--- src/rtl/boundary_packer.sv ---
// boundary_packer: collects last-column boundary entries {t, v, f} from the
// PE-array return path and packs ENTRIES of them into one SRAM word. Each
// completed word goes through a 2-deep queue to the SRAM controller. The
// block counts entries against the pass length and flushes the final
// partial word zero-padded.
//
// Optional feature: define BOUNDARY_PACKER_CHECKSUM_EN to add o_checksum,
// the running XOR of v ^ f over every accepted entry of the current pass.
//
// Handshake: an entry is taken on every clock edge where i_t_valid=1 while
// the block is in PACK. There is no back-pressure toward the PE array.
// Toward the SRAM side, the head word is popped on an edge where the queue
// is non-empty and i_sram_ready=1. That pop shows up as a one-cycle
// o_sram_send pulse with o_send_data, registered on that edge.
// The FSM state is held in the internal signal 'state', of type state_t.
module boundary_packer #(
  parameter int SRAM_WORD  = 96,
  parameter int VEF_BIT    = 14,
  parameter int T_SIZE_LOG = 12,
  parameter int ENTRIES    = 3
) (
  input  logic                  clk,
  input  logic                  rst_n,
  input  logic                  i_start,
  input  logic [T_SIZE_LOG-1:0] i_T_size,
  input  logic                  i_t_valid,
  input  logic [1:0]            i_t,
  input  logic [VEF_BIT-1:0]    i_v,
  input  logic [VEF_BIT-1:0]    i_f,
  input  logic                  i_sram_ready,
  output logic                  o_sram_send,
  output logic [SRAM_WORD-1:0]  o_send_data,
  output logic                  o_done,
  output logic                  o_overflow
`ifdef BOUNDARY_PACKER_CHECKSUM_EN
  ,
  output logic [VEF_BIT-1:0]    o_checksum
`endif
);

  localparam int E_W    = 2 + 2 * VEF_BIT;
  localparam int LANE_W = (ENTRIES > 1) ? $clog2(ENTRIES) : 1;

  typedef enum logic [1:0] {
    IDLE  = 2'd0,
    PACK  = 2'd1,
    FLUSH = 2'd2,
    DONE  = 2'd3
  } state_t;

  state_t                state;
  state_t                state_nx;

  logic [T_SIZE_LOG-1:0] t_size;
  logic [T_SIZE_LOG-1:0] count;
  logic [LANE_W-1:0]     lane;
  logic [SRAM_WORD-1:0]  word_q;
  logic [SRAM_WORD-1:0]  word_fill;
  logic [E_W-1:0]        entry;

  logic [SRAM_WORD-1:0]  q_data [2];
  logic [1:0]            q_cnt;
  logic [1:0]            q_cnt_nx;

  logic                  accept;
  logic                  last_entry;
  logic                  word_done;
  logic                  pop;
  logic                  push;
  logic                  drop;

  // Decode what happens on the coming edge. i_start overrides all of this
  // in the sequential blocks.
  always_comb begin
    entry      = {i_t, i_v, i_f};
    accept     = (state == PACK) && i_t_valid;
    last_entry = (({1'b0, count} + (T_SIZE_LOG+1)'(1)) == {1'b0, t_size});
    word_done  = accept && ((lane == LANE_W'(ENTRIES - 1)) || last_entry);
    pop        = (q_cnt != 2'd0) && i_sram_ready;
    // A full queue can still take a word when its head leaves on the same edge.
    push       = word_done && ((q_cnt != 2'd2) || pop);
    drop       = word_done && (q_cnt == 2'd2) && !pop;
  end

  // Merge the incoming entry into its lane of the partial word.
  always_comb begin
    word_fill = word_q;
    for (int k = 0; k < ENTRIES; k++) begin
      if (lane == LANE_W'(k)) begin
        word_fill[k*E_W +: E_W] = entry;
      end
    end
  end

  // Queue occupancy after this edge, ignoring i_start.
  always_comb begin
    q_cnt_nx = q_cnt;
    if (push && !pop) begin
      q_cnt_nx = q_cnt + 2'd1;
    end else if (!push && pop) begin
      q_cnt_nx = q_cnt - 2'd1;
    end
  end

  // FSM state register.
  always_ff @(posedge clk or negedge rst_n) begin
    if (!rst_n) begin
      state <= IDLE;
    end else begin
      state <= state_nx;
    end
  end

  // FSM next state. A zero-length pass skips straight to DONE.
  always_comb begin
    state_nx = state;
    if (i_start) begin
      state_nx = (i_T_size == '0) ? DONE : PACK;
    end else begin
      case (state)
        IDLE:    state_nx = IDLE;
        PACK:    if (accept && last_entry) state_nx = FLUSH;
        FLUSH:   if (q_cnt_nx == 2'd0) state_nx = DONE;
        DONE:    state_nx = DONE;
        default: state_nx = IDLE;
      endcase
    end
  end

  assign o_done = (state == DONE);

  // Pass bookkeeping: length, entry count, lane pointer and partial word.
  always_ff @(posedge clk or negedge rst_n) begin
    if (!rst_n) begin
      t_size <= '0;
      count  <= '0;
      lane   <= '0;
      word_q <= '0;
    end else if (i_start) begin
      t_size <= i_T_size;
      count  <= '0;
      lane   <= '0;
      word_q <= '0;
    end else if (accept) begin
      count <= count + T_SIZE_LOG'(1);
      if (word_done) begin
        lane   <= '0;
        word_q <= '0;
      end else begin
        lane   <= lane + LANE_W'(1);
        word_q <= word_fill;
      end
    end
  end

  // Two-entry output queue, with slot 0 as the head.
  always_ff @(posedge clk or negedge rst_n) begin
    if (!rst_n) begin
      q_cnt <= 2'd0;
      for (int i = 0; i < 2; i++) begin
        q_data[i] <= '0;
      end
    end else if (i_start) begin
      q_cnt <= 2'd0;
      for (int i = 0; i < 2; i++) begin
        q_data[i] <= '0;
      end
    end else begin
      q_cnt <= q_cnt_nx;
      if (push && !pop) begin
        q_data[q_cnt[0]] <= word_fill;
      end else if (!push && pop) begin
        q_data[0] <= q_data[1];
      end else if (push && pop) begin
        if (q_cnt == 2'd1) begin
          q_data[0] <= word_fill;
        end else begin
          q_data[0] <= q_data[1];
          q_data[1] <= word_fill;
        end
      end
    end
  end

  // Registered SRAM write strobe. The data holds between sends.
  always_ff @(posedge clk or negedge rst_n) begin
    if (!rst_n) begin
      o_sram_send <= 1'b0;
      o_send_data <= '0;
    end else if (i_start) begin
      o_sram_send <= 1'b0;
    end else begin
      o_sram_send <= pop;
      if (pop) begin
        o_send_data <= q_data[0];
      end
    end
  end

  // Sticky overflow flag, set when a completed word finds the queue full.
  always_ff @(posedge clk or negedge rst_n) begin
    if (!rst_n) begin
      o_overflow <= 1'b0;
    end else if (i_start) begin
      o_overflow <= 1'b0;
    end else if (drop) begin
      o_overflow <= 1'b1;
    end
  end

`ifdef BOUNDARY_PACKER_CHECKSUM_EN
  // Running XOR of v and f over the entries accepted in this pass.
  always_ff @(posedge clk or negedge rst_n) begin
    if (!rst_n) begin
      o_checksum <= '0;
    end else if (i_start) begin
      o_checksum <= '0;
    end else if (accept) begin
      o_checksum <= o_checksum ^ i_v ^ i_f;
    end
  end
`endif

endmodule
--- config.mk ---
export PLATFORM = sky130hd
export DESIGN_NAME = boundary_packer
export DESIGN_NICKNAME = d
export VERILOG_FILES = /design/src/rtl/boundary_packer.sv
export SDC_FILE = /design/constraint.sdc
export NUM_CORES = 1
export LEC_CHECK = 0
export BUFFER_PORTS_ARGS = -buffer_cell sky130_fd_sc_hd__buf_2
export CORE_MARGIN = 2
export CORE_UTILIZATION = 62
export CTS_BUF_LIST = sky130_fd_sc_hd__clkbuf_4 sky130_fd_sc_hd__clkbuf_8
export DETAILED_ROUTE_END_ITERATION = 6
export PLACE_DENSITY_LB_ADDON = 0.1
export SYNTH_ARGS = -nofsm -noshare
export SYNTH_HDL_FRONTEND = slang
export SYNTH_SLANG_ARGS = --single-unit
--- constraint.sdc ---
create_clock -name clk -period 3.15 [get_ports clk]
set_clock_uncertainty 0.05 [all_clocks]
set_input_delay 0.7875 -clock clk [delete_from_list [all_inputs] [get_ports clk]]
set_output_delay 0.7875 -clock clk [all_outputs]
set_load 0.01 [all_outputs]
### After elaboration in Yosys (flattened, before gate mapping)

Cells that the tools add are included.

* memory bits (writable): 0
* memories: 0
* flip-flop bits (word level): 416
* bits in latches: 0
* input port bits: 47
* output and inout port bits: 99
* logic and storage cells: 95
* memory bits (read-only): 0

* equal/unequal tests: 13
* add/subtract/negate cells: 5
* reductions and logical operators: 29
* $mul: 0
* shift operators: 0
* divide/modulo/power cells: 0
* multiplexer cells: 32
* bitwise logic cells: 2
* $lt $le $gt $ge: 2

Operator list (count)
* $mux 96: 8
* $mux 192: 3
* $bwmux 192: 1
* $demux 96 s1: 1
* $mux 30: 3
* $mux 12: 2
* $mux 2: 10
* $add 12x1->13 const B: 1
* $eq 13x12->1: 1
* $add 12x1->12 const B: 1
* $logic_not 12->1: 1
* $logic_and 1x1->1: 11
* $ne 3x3->1 const B: 3
* $eq 2x2->1 const B: 4
* $pmux 2 s4: 1
* $reduce_bool 2->1: 4
* $eq 2x1->1 const B: 3
* $logic_not 2->1: 3
* $reduce_and 2->1: 3
* $add 2x1->2 const B: 2
* $reduce_bool 4->1: 1
* $mux 1: 3
* $ne 3x2->1 const B: 1
* $reduce_and 3->1: 1
* 9 further kinds: 11

### Longest topological paths before layout

Gate-level depths: netlist of the first run.

* depth in word-level cells: 13
* mapped depth: 12
* gate-level depth less buffers: 9

### Worst setup path before layout of the first run

No wires, ideal clock.

* path kind: input to register
* start: in i_t_valid
* end: reg q_data[179] in the netlist's numbering
* arrival time: 2.605 ns
* setup time: 0.126 ns
* buffers on the path: 2
* slack: 0.369 ns
* required time: 2.974 ns
* stages on the path: 9
* cell sequence: nand3b_1 nor4_1 o2111a_1 and4_1 buf_2 o31a_1 buf_6 mux2_4 a221o_1

* longest elaborated chain between the ends: 8
* elaborated cells on any way between the ends: 11
* those cells by class: mux (3); reduce/logical (8)

Ends and longest elaborated chain
* start, declared: RTL line 26 `input logic i_t_valid,`
* $logic_and 1x1->1 *: RTL line 76 `accept = (state == PACK) && i_t_valid;`
* $logic_and 1x1->1 *: RTL line 78 `word_done = accept && ((lane == LANE_W'(ENTRIES - 1)) || last_entry);`
* $logic_and 1x1->1 *: RTL line 81 `push = word_done && ((q_cnt != 2'd2) || pop);`
* $logic_not 1->1: RTL line 172 `end else if (!push && pop) begin`
* $logic_and 1x1->1: RTL line 172
* $mux 96: RTL line 172
* $mux 192: RTL line 170 `if (push && !pop) begin`
* $mux 192: RTL line 163 `end else if (i_start) begin`
* end signal, assigned by index: RTL line 171 `q_data[q_cnt[0]] <= word_fill;`
* end, declared: RTL line 61 `logic [SRAM_WORD-1:0] q_data [2];`

Mark *: on every way between the ends. The rest lies on a longest branch, timed or not.
A chain may end at the register's enable or synchronous reset.

### Final worst setup path of the first run

* start: reg count[3]
* end: reg q_data[178] in the netlist's numbering

* longest elaborated chain between the ends: 10
* elaborated cells on any way between the ends: 13
* those cells by class: add/sub (1); eq/ne (1); mux (3); reduce/logical (8)

Ends and longest elaborated chain
* start, declared: RTL line 55 `logic [T_SIZE_LOG-1:0] count;`
* start signal, assigned: RTL line 145 `count <= count + T_SIZE_LOG'(1);`
* $add 12x1->13 *: RTL line 77 `last_entry = (({1'b0, count} + (T_SIZE_LOG+1)'(1)) == {1'b0, t_size});`
* $eq 13x12->1 *: RTL line 77
* $logic_or 1x1->1 *: RTL line 78
* $logic_and 1x1->1 *: RTL line 78
* $logic_and 1x1->1 *: RTL line 81
* $logic_not 1->1: RTL line 172
* $logic_and 1x1->1: RTL line 172
* $mux 96: RTL line 172
* $mux 192: RTL line 170
* $mux 192: RTL line 163

Marked as above.

==> run summary, run 1 <==
Worst Setup Path Type -> reg2reg
Synth top cells by count -> 395 x dfrtp_1, 160 x mux2_2, 148 x nor2_1
Final core utilization -> 73.28%
Internal power -> 9050 µW
N_diodes -> 0
Worst hold path type -> in2async
Fmax -> 0.3372 GHz
Clk Latency, worst-skew pair -> 570 ps
Fill count -> 1,927
Layout cells sized above 1 -> 32.59%
Main flop type after synthesis -> dfrtp_1
Area grow syn2layout -> 15.91%
Clock Power Share -> 37.0%
Final wirelength -> 41,490 µm
CTS buffer count -> 66
Tmin final -> 2965 ps
Top cell type's share of synthesized area -> 56.12%
Layout Cells excl Fill -> 2,001
CP Launch Type -> register
Share of power burned in registers -> 45.3%
Critical Path Source -> count[3]
#FFs+latches synth -> 395
Port-buffer cells -> 145
CTS sink cnt -> 395
Inst Count DP -> 1,884
Maximum root-to-sink buffer count -> 3
Root buffer cell -> clkbuf_8
Syn avg cell area -> 12.27 µm²
Sw frac -> 28.09%
Via count -> 12,292
Pleak -> 0.009979 µW
Critical Path End -> q_data[178]
Psw -> 3535 µW
Initial antenna violation count -> 1
Top Ports -> 146
YS warnings -> 0
Worst stage delay on the critical path -> 500 ps
Die H -> 172.5 µm
Reg clk slew, reported paths -> 60 ps
Synth cell types -> 56
Relative slew margins -> 39.57%
Antenna viol nets, final -> 0
Crit path cell chain -> nand4_2, nor2_1, mux2i_1, nand3_1, and4_2, buf_4, nor2_1, nor2_4, buf_4, a221o_1
Reg2Reg Setup Slack -> 180 ps
WP data arrival -> 3360 ps
Layout Nets -> 1,629
Worst Max-Slew Pin Slew -> 905.5 ps
Pwr/cell area -> 616.5 nW/µm²
Finish-stage setup viols -> 0
Tcrit/Tclk final -> 94.14%
Gr usage total -> 28.43%
Unrepaired setup endpoints after global routing -> no
Worst Reg2Reg Path Length in Cells -> 10
Syn_nets -> 1,489
Max-cap violations -> 0
TritonCTS clock tree -> yes
DPL Wire Length -> 26,130 µm
FFs w/ async S/R, synth -> 100.0%
Register area share after synthesis -> 56.12%
Starting density of the core -> 63.22%
Endpoints failing hold -> 0
Top area cells in the synthesized netlist -> dfrtp_1 56%, mux2_2 10%, mux2i_1 7.2%
Reg2Reg Capture Point -> q_data[178]
Detailed Route Iter0 Violations -> 897
CP max-delay cell -> dfrtp_1
Final Max Slew Viols -> 0
Post-synth EDFFs -> 0
Req. time, crit path -> 3540 ps
CTS hold repair buffers -> 0
Status -> finished clean
Combinational Power Share -> 17.7%
Routed vias/inst -> 6.143
Vias in the first global route -> 12,458
Syn Std Cell Area -> 17,610 µm²
Cells after Synth -> 1,435
Largest net degree at the start of global routing -> 79
H-Tree Depth -> 3
Setup_tns -> 0 ps
GR Overflow Total -> 0
Pre-antenna DRT Iters -> 5
Worst r2r src -> count[3]
Crit end category -> register
Synth area leader -> dfrtp_1
DIE AREA -> 29,770 µm²
WL per Instance -> 20.73 µm
Site Rows -> 61
Core area -> 27,860 µm²
Crit-path max FO -> 16
Most numerous cell in the Yosys netlist -> dfrtp_1
# DRC -> 0
Die width -> 172.5 µm
RePlAce Congestion -> 0.8583
First-pass GRT wire length -> 68,410 µm
Max VDD drop -> 0.3350 mV
[cells by family (layout without fill, tap and decap cells)]
kind of cell / Yosys count / in the layout / synth area share, %
flops: 395 / 395 / 56.12
xor+xnor: 21 / 21 / 1.044
simple gates: 297 / 297 / 8.461
mux: 287 / 287 / 17.48
compound gates: 263 / 263 / 12.42
fa+ha+maj: 7 / 7 / 0.4972
buf+inv: 165 / 353 / 3.978
[repair_timing]
| action | 4_1_cts | 5_1_grt |
|---|---|---|
| buffers inserted | 0 | 1 |
| resized for setup | 0 | 4 |
| setup endpoints to repair | 0 | 130 |
[state kept, by name, summed over array words and instances, names as in the netlist]
signal	cells
q_data	182
o_send_data	91
word_q	90
count	12
t_size	12
lane	2
q_cnt	2
state	2
o_overflow	1
o_sram_send	1
[cell type report]
| cell class | count | area (µm²) | area share [%] |
|---|---|---|---|
| Tap cell | 378 | 473.0 | 2.317 |
| Multi-Input combinational cell | 875 | 7112 | 34.84 |
| Clock inverter | 11 | 71.32 | 0.3493 |
| Sequential cell | 395 | 9884 | 48.42 |
| Timing Repair Buffer | 196 | 1413 | 6.920 |
| Inverter | 41 | 153.9 | 0.7539 |
| Clock buffer | 105 | 1308 | 6.405 |
[stage by stage]
stage / setup WS [ps] / hold WS, ps / total power (µW) / instance area, µm²
floorplan: 369.0 / 399.4 / 7124 / 17610
detailed placement: 31.66 / 418.8 / 8013 / 19020
global route: 28.82 / 176.0 / 13150 / 20410
CTS: 58.44 / 176.6 / 12670 / 20400
global placement: 116.3 / 414.3 / 7956 / 19020
finish: 184.6 / 156.6 / 12580 / 20410
[layout by cell type (no fill, tap or decap), types with 23 or more instances in the layout]
cell / count
clkbuf_8: 83
inv_1: 41
a21oi_1: 40
nor2_1: 146
dfrtp_1: 395
and2_1: 26
buf_12: 23
a22o_1: 33
mux2_2: 160
buf_2: 143
a22oi_1: 31
a221o_1: 55
and3_1: 56
buf_4: 28
o221a_2: 34
mux2i_1: 126
a211oi_1: 37
[power groups by stage]
stage               combinational, µW  sequential (µW)  clock (µW)
finish                           2230             5700        4650
global route                     2410             5750        5000
CTS                              2230             5700        4740
detailed placement               2220             5790           0
global placement                 2190             5770           0
floorplan                        1320             5800           0
[critical path, delay by kind of cell (launching register included)]
family	cells	cell delay, ps
AOI/OAI and AO/OA	1	340
buffers and inverters	2	390
DFF	1	500
muxes	1	220
and+or+nand+nor	6	1330
[routing by layer]
layer  GRT usage, %  up-vias  wire length, µm
met5              0        -               13
met4          8.583        2              918
met3          5.387       89             2743
met2          43.42      437            19070
met1          41.82     6241            18740
li1               -     5523                -
[how the worst min path moves through the flow]
| stage | end | cells after the start |
|---|---|---|
| after floorplan | word_q[60] | 1 |
| after global placement | word_q[69] | 1 |
| after detailed placement | word_q[62] | 1 |
| after CTS | o_send_data[26] | 1 |
| after global routing | o_send_data[27] | 1 |
| final | o_send_data[27] | 1 |
(Power assumes the default switching activity.)
==> run 2: changes to the inputs <==
ABC_CLOCK_PERIOD_IN_PS = 3100   (was default)
CELL_PAD_IN_SITES_DETAIL_PLACEMENT = 1   (was default)
CELL_PAD_IN_SITES_GLOBAL_PLACEMENT = 1   (was default)
CORE_UTILIZATION = 51   (was 62)
clock period = 3.1 ns   (was 3.15 ns; I/O delays follow)
==> run 2 against run 1 <==
  * Non-clock buffer count grew 12
  * Global-route usage fell by 1.9 points
  * Core utilization is 13 points lower
  * Flip-flop and latch count stayed put
  * Wire length is 13% higher
  * Register-to-register slack lost 80 ps
  * Final cell count rose by 4.4%
  * Worst hold slack got worse by 49 ps
  * Power increased by 2.8%
  * First-iteration DRC count decreased by 14%
  * Largest cell class unchanged
==> run summary, run 2 (synthesis results as in run 1) <==
Status -> finished clean
Register with the most flip-flops -> q_data
Final core utilization -> 60.29% (-13 points)
Antenna viol nets, final -> 0 (unchanged)
Die H -> 189.8 µm (+10%)
Worst Setup Path Type -> reg2reg
Setup_tns -> 0 ps (unchanged)
Vias in the first global route -> 13,100 (+5.2%)
Max VDD drop -> 0.3137 mV (-6.4%)
Root buffer cell -> clkbuf_8
Routed vias/inst -> 5.901 (-3.9%)
WL per Instance -> 22.40 µm (+8.0%)
Pwr/cell area -> 625.7 nW/µm² (+1.5%)
Largest net degree at the start of global routing -> 107 (+35%)
Max-cap violations -> 0 (unchanged)
# DRC -> 0 (unchanged)
Endpoints failing hold -> 0 (unchanged)
GR Overflow Total -> 0 (unchanged)
Initial antenna violation count -> 1 (unchanged)
H-Tree Depth -> 3 (unchanged)
Core area -> 34,290 µm² (+23%)
Die width -> 189.8 µm (+10%)
Registers with the most flip-flops -> q_data x182, o_send_data x91, word_q x90
CTS buffer count -> 67 (+1.5%)
CP Buf/Inv Count -> 4 (+2)
Req. time, crit path -> 3510 ps (-30 ps)
Relative slew margins -> 61.31% (+22 points)
Largest delay share family, worst path -> simple AND/OR/NAND/NOR gates
Minimum hold slack -> 107.3 ps (-49.27 ps)
Worst stage delay on the critical path -> 390 ps (-110 ps)
Via count -> 12,328 (+0.29%)
Finish-stage setup viols -> 0 (unchanged)
RePlAce Congestion -> 0.8480 (-1.2%)
Worst hold path type -> in2async
CTS sink cnt -> 395 (unchanged)
Layout Nets -> 1,642 (+0.80%)
CP max-delay cell -> dfrtp_1
Fmax -> 0.3336 GHz (-1.1%)
Tmin final -> 2998 ps (+32.20 ps)
Most frequent cells in the layout -> 395 x dfrtp_1, 160 x mux2_2, 146 x nor2_1, 143 x buf_2, 124 x mux2i_1
DPL Wire Length -> 30,120 µm (+15%)
Crit path cell chain -> ha_2, buf_4, nand3_1, nor2_1, mux2i_1, o21ai_0, buf_4, and4_2, buf_4, o31ai_4, buf_12, and3_1, a221o_1
Layout cells sized above 1 -> 33.25% (+0.66 points)
Maximum root-to-sink buffer count -> 3 (unchanged)
Top cell by count, worst path -> buf_4
Fill count -> 3,503 (+82%)
TritonCTS clock tree -> yes
Clk Latency, worst-skew pair -> 590 ps (+20 ps)
Final wirelength -> 46,780 µm (+13%)
Worst Max-Slew Pin Slew -> 580.4 ps (-325.1 ps)
DIE AREA -> 36,040 µm² (+21%)
Gr usage total -> 26.53% (-1.9 points)
Final Max Slew Viols -> 0 (unchanged)
Site Rows -> 68 (+11%)
Max reg flops -> 182 (unchanged)
Reg clk slew, reported paths -> 60 ps (about the same)
First-pass GRT wire length -> 74,970 µm (+9.6%)
Pleak -> 0.01006 µW (+0.82%)
Top Ports -> 146 (unchanged)
Area grow syn2layout -> 17.38%
Crit-path max FO -> 56 (+40)
CP Launch Type -> register
Most common cell after layout, fill and taps aside -> dfrtp_1
Detailed Route Iter0 Violations -> 768 (-14%)
Pre-antenna DRT Iters -> 5 (unchanged)
WP data arrival -> 3410 ps (+50 ps)
Port-buffer cells -> 145 (unchanged)
Starting density of the core -> 51.37% (-12 points)
Crit end category -> register
Tcrit/Tclk final -> 96.70% (+2.6 points)
## run 2: cell count changes in the layout (fill, tap and decap cells not counted), moves of 2 or more
cell and change:
buf_12 +4, buf_4 +7, clkbuf_8 +2, clkinv_2 -3, mux2i_2 +2, mux2i_1 -2
## run 2: power by group
group | switching, µW | leakage (µW) | internal (µW)
combinational | 1360 | 0.00389 | 982
clock | 2090 | 0.000738 | 2720
sequential | 234 | 0.00543 | 5550
## run 2: worst register-to-register path, delay by kind of cell, from the launching register on
| kind | cells | cell delay [ps] |
|---|---|---|
| AND/OR/NAND/NOR | 4 | 810 |
| AO/OA/AOI/OAI | 3 | 570 |
| multiplexers | 1 | 110 |
| flip-flops | 1 | 390 |
| adder cells (fa/ha/maj) | 1 | 230 |
| buffers and inverters | 4 | 730 |
## run 2: final timing paths
check | start | endpoint | slack [ps] | cells past startpoint
worst max-delay path | count[1] | q_data[184] | 100 | 13
max in group asynchronous | rst_n | o_send_data[36] | 2040 | 2
worst max register to register | count[1] | q_data[184] | 100 | 13
min in group clk | i_T_size[5] | t_size[5] | 380 | 2
worst min-delay path | rst_n | o_send_data[31] | 110 | 1
worst min register to register | word_q[80] | word_q[80] | 430 | 1
## run 2: cell type report
class	count	area, µm²	share of cell area [%]
timing repair buffer	208	1556	7.529
sequential	395	9884	47.81
clock inverter	7	48.80	0.2360
antenna	1	2.502	0.01210
inverter	41	153.9	0.7444
clock buffer	107	1335	6.458
tap	455	569.3	2.754
multi-input combinational	875	7123	34.45
## run 2: metrics by stage
step	power [µW]	cell area, µm²	cells	setup WS [ps]
2_1_floorplan	7239	17610	1435	331.5
3_5_place_dp	8223	19220	1969	38.73
3_3_place_gp	8126	19220	1969	165.8
4_1_cts	13080	20610	2083	11.54
5_1_grt	13530	20670	2089	-3.216
6_report	12940	20670	2089	102.4
## run 2: routing by layer
| layer | vias up | wire, µm | share of wire, % | global-route usage, % |
|---|---|---|---|---|
| li1 | 5542 | - | - | - |
| met2 | 230 | 22560 | 48 | 42.88 |
| met5 | - | 0 | 0 | 0 |
| met1 | 6486 | 21580 | 46 | 37.22 |
| met4 | 0 | 924 | 2.0 | 8.110 |
| met3 | 70 | 1720 | 3.7 | 3.985 |
## run 2: timing repair
item | CTS | global route
pin swaps | 0 | 0
gates cloned | 0 | 0
buffers inserted | 0 | 5
hold buffers | 0 | 0
setup endpoints to repair | 1 | 183
resized for setup | 1 | 9
==> run 3: changes to the inputs <==
ABC_AREA = 1   (was default)
CAP_MARGIN = 10   (was default)
CORE_UTILIZATION = 47   (was 51)
==> run 3 against run 2 <==
  * Core utilization decreased by 5.3 points
  * Via count increased by 45%
  * Worst setup slack improved by 78 ps
  * Design area increased by 7.8%
  * Clock power increased by 7.3%
  * Maximum frequency increased by 2.7%
  * Sequential share of layout area decreased by 3.4 points
  * Power decreased by 0.81%
  * Die area increased by 18%
==> run summary, run 3 <==
Syn Std Cell Area -> 19,190 µm² (+9.0%)
Post-synth EDFFs -> 0 (unchanged)
Tcrit/Tclk final -> 94.17% (-2.5 points)
Max reg flops -> 182 (unchanged)
Register with the most flip-flops -> q_data
TritonCTS clock tree -> yes
Top cell type's share of synthesized area -> 51.50% (-4.6 points)
Cells after Synth -> 2,440 (+70%)
WL per Instance -> 21.29 µm (-4.9%)
Layout Nets -> 2,593 (+58%)
Clk Latency, worst-skew pair -> 620 ps (+30 ps)
Final wirelength -> 66,510 µm (+42%)
Syn_nets -> 2,494 (+67%)
Maximum root-to-sink buffer count -> 3 (unchanged)
Main flop type after synthesis -> dfrtp_1
Die width -> 206.1 µm (+8.6%)
DPL Wire Length -> 39,480 µm (+31%)
Final Max Slew Viols -> 0 (unchanged)
Crit end category -> register
# DRC -> 0 (unchanged)
GR Overflow Total -> 0 (unchanged)
Endpoints failing hold -> 0 (unchanged)
CTS hold repair buffers -> 0 (unchanged)
CTS buffer count -> 71 (+6.0%)
Crit-path max FO -> 29 (-48%)
Pwr/cell area -> 575.7 nW/µm² (-8.0%)
Synth top cells by count -> 666 x nand2_1, 395 x dfrtp_1, 293 x o21ai_0
Port-buffer cells -> 145 (unchanged)
Site Rows -> 74 (+8.8%)
Root buffer cell -> clkbuf_8
Starting density of the core -> 47.33% (-4.0 points)
Routed vias/inst -> 5.731 (-2.9%)
Area grow syn2layout -> 16.10%
Gr usage total -> 30.28% (+3.7 points)
Layout cells sized above 1 -> 14.36% (-19 points)
Pre-antenna DRT Iters -> 5 (unchanged)
Worst Max-Slew Pin Slew -> 931.2 ps (+350.8 ps)
WP data arrival -> 3350 ps (-60 ps)
Synth area leader -> dfrtp_1
Status -> finished clean
Pleak -> 0.01089 µW (+8.2%)
Layout Cells excl Fill -> 3,124 (+50%)
H-Tree Depth -> 3 (unchanged)
Initial antenna violation count -> 0 (-1)
Synth cell types -> 32 (-43%)
Req. time, crit path -> 3530 ps (+20 ps)
Most frequent cells in the layout -> 662 x nand2_1, 392 x dfrtp_1, 292 x o21ai_0, 263 x inv_1, 252 x nand3_1
Worst hold path type -> in2async
Fmax -> 0.3426 GHz (+2.7%)
Syn avg cell area -> 7.866 µm² (-36%)
Top Ports -> 146 (unchanged)
Finish-stage setup viols -> 0 (unchanged)
First-pass GRT wire length -> 100,900 µm (+35%)
Worst Setup Path Type -> reg2reg
Detailed Route Iter0 Violations -> 1,282 (+67%)
Largest net degree at the start of global routing -> 90 (-16%)
Most common cell after layout, fill and taps aside -> nand2_1
RePlAce Congestion -> 0.8227 (-3.0%)
CTS sink cnt -> 395 (unchanged)
Relative slew margins -> 37.92% (-23 points)
YS warnings -> 0 (unchanged)
Tmin final -> 2919 ps (-78.48 ps)
Antenna viol nets, final -> 0 (unchanged)
Registers with the most flip-flops -> q_data x182, o_send_data x91, word_q x90
Top area cells in the synthesized netlist -> dfrtp_1 51%, nand2_1 13%, o21ai_0 7.6%
FFs w/ async S/R, synth -> 100.0% (unchanged)
Vias in the first global route -> 18,803 (+44%)
Fill count -> 4,994 (+43%)
CP Launch Type -> register
Max-cap violations -> 0 (unchanged)
#FFs+latches synth -> 395 (unchanged)
DIE AREA -> 42,470 µm² (+18%)
Via count -> 17,904 (+45%)
Final core utilization -> 54.95% (-5.3 points)
Max VDD drop -> 0.3467 mV (+11%)
Register area share after synthesis -> 51.50% (-4.6 points)
Die H -> 206.1 µm (+8.6%)
Reg clk slew, reported paths -> 60 ps (about the same)
Core area -> 40,550 µm² (+18%)
Inst Count DP -> 2,985 (+52%)
Most numerous cell in the Yosys netlist -> nand2_1
run 3: metrics by stage:
step	area, µm²	setup WS, ps	hold WS, ps	TNS, ps	total power (µW)
after floorplan	19190	714.4	397.8	0	6792
after global placement	20450	210.6	398.6	0	7565
after detailed placement	20450	67.20	403.0	0	7639
after global routing	22280	-16.07	64.75	-74.93	13380
after CTS	21930	33.03	45.98	0	12820
final	22280	180.9	62.24	0	12830
run 3: timing repair:
item,in CTS,in global routing
setup endpoints to repair,0,182
endpoints found under the hold margin,0,0
buffers inserted,0,5
gates resized for setup,0,24
run 3: metal layers:
| layer | GRT usage, % | wire length, µm | part of all wire, % |
|---|---|---|---|
| met1 | 39.04 | 28110 | 42 |
| met2 | 50.44 | 31870 | 48 |
| met3 | 4.620 | 3912 | 5.9 |
| met4 | 13.65 | 2620 | 3.9 |
| met5 | 0 | 0 | 0 |
run 3: where the power goes:
group	switching, µW	total [µW]	leakage, µW	internal (µW)
combinational	1520	2110	0.00465	591
sequential	135	5560	0.00545	5430
clock	2260	5160	0.000794	2900
run 3: worst paths after layout:
| kind | start | end | slack [ps] | cells after the start |
|---|---|---|---|---|
| worst max-delay path | count[0] | q_data[109] | 180 | 19 |
| max in group asynchronous | rst_n | q_data[115] | 2060 | 2 |
| min in group clk | i_T_size[3] | t_size[3] | 340 | 3 |
| worst min-delay path | rst_n | o_send_data[83] | 60 | 1 |
| worst min register to register | o_send_data[46] | o_send_data[46] | 410 | 2 |
| worst max register to register | count[0] | q_data[109] | 180 | 19 |
run 3: logic make-up after synthesis:
kind of cell	after synthesis	share of synthesized area (%)
AO/OA/AOI/OAI	583	16.45
multiplexers	1	0.05867
adder cells (fa/ha/maj)	7	0.4563
AND/OR/NAND/NOR	999	21.61
buffers and inverters	455	9.928
flip-flops	395	51.50
run 3: layout make-up:
| type | count | area (µm²) | share of cell area (%) |
|---|---|---|---|
| inverter | 270 | 1022 | 4.587 |
| tap | 532 | 665.6 | 2.987 |
| multi-input combinational | 1590 | 7496 | 33.64 |
| antenna | 1 | 2.502 | 0.01123 |
| sequential | 395 | 9888 | 44.37 |
| clock buffer | 117 | 1429 | 6.412 |
| timing repair buffer | 211 | 1734 | 7.782 |
| clock inverter | 8 | 46.29 | 0.2077 |
run 3: worst max-delay path: stages, from the launching register on:
cell,delay (ps)
dfrtp_2,420
ha_4,160
nand3_1,120
nor2_2,210
nand2_1,70
nand2_1,90
nand2_1,80
nand2_1,60
nand3_1,70
nor2_1,150
nand2_2,150
nand2_8,130
nand2_8,110
nor2_2,130
inv_2,100
nand3_4,180
inv_6,100
clkbuf_16,230
nand2_1,80
nand2_1,60
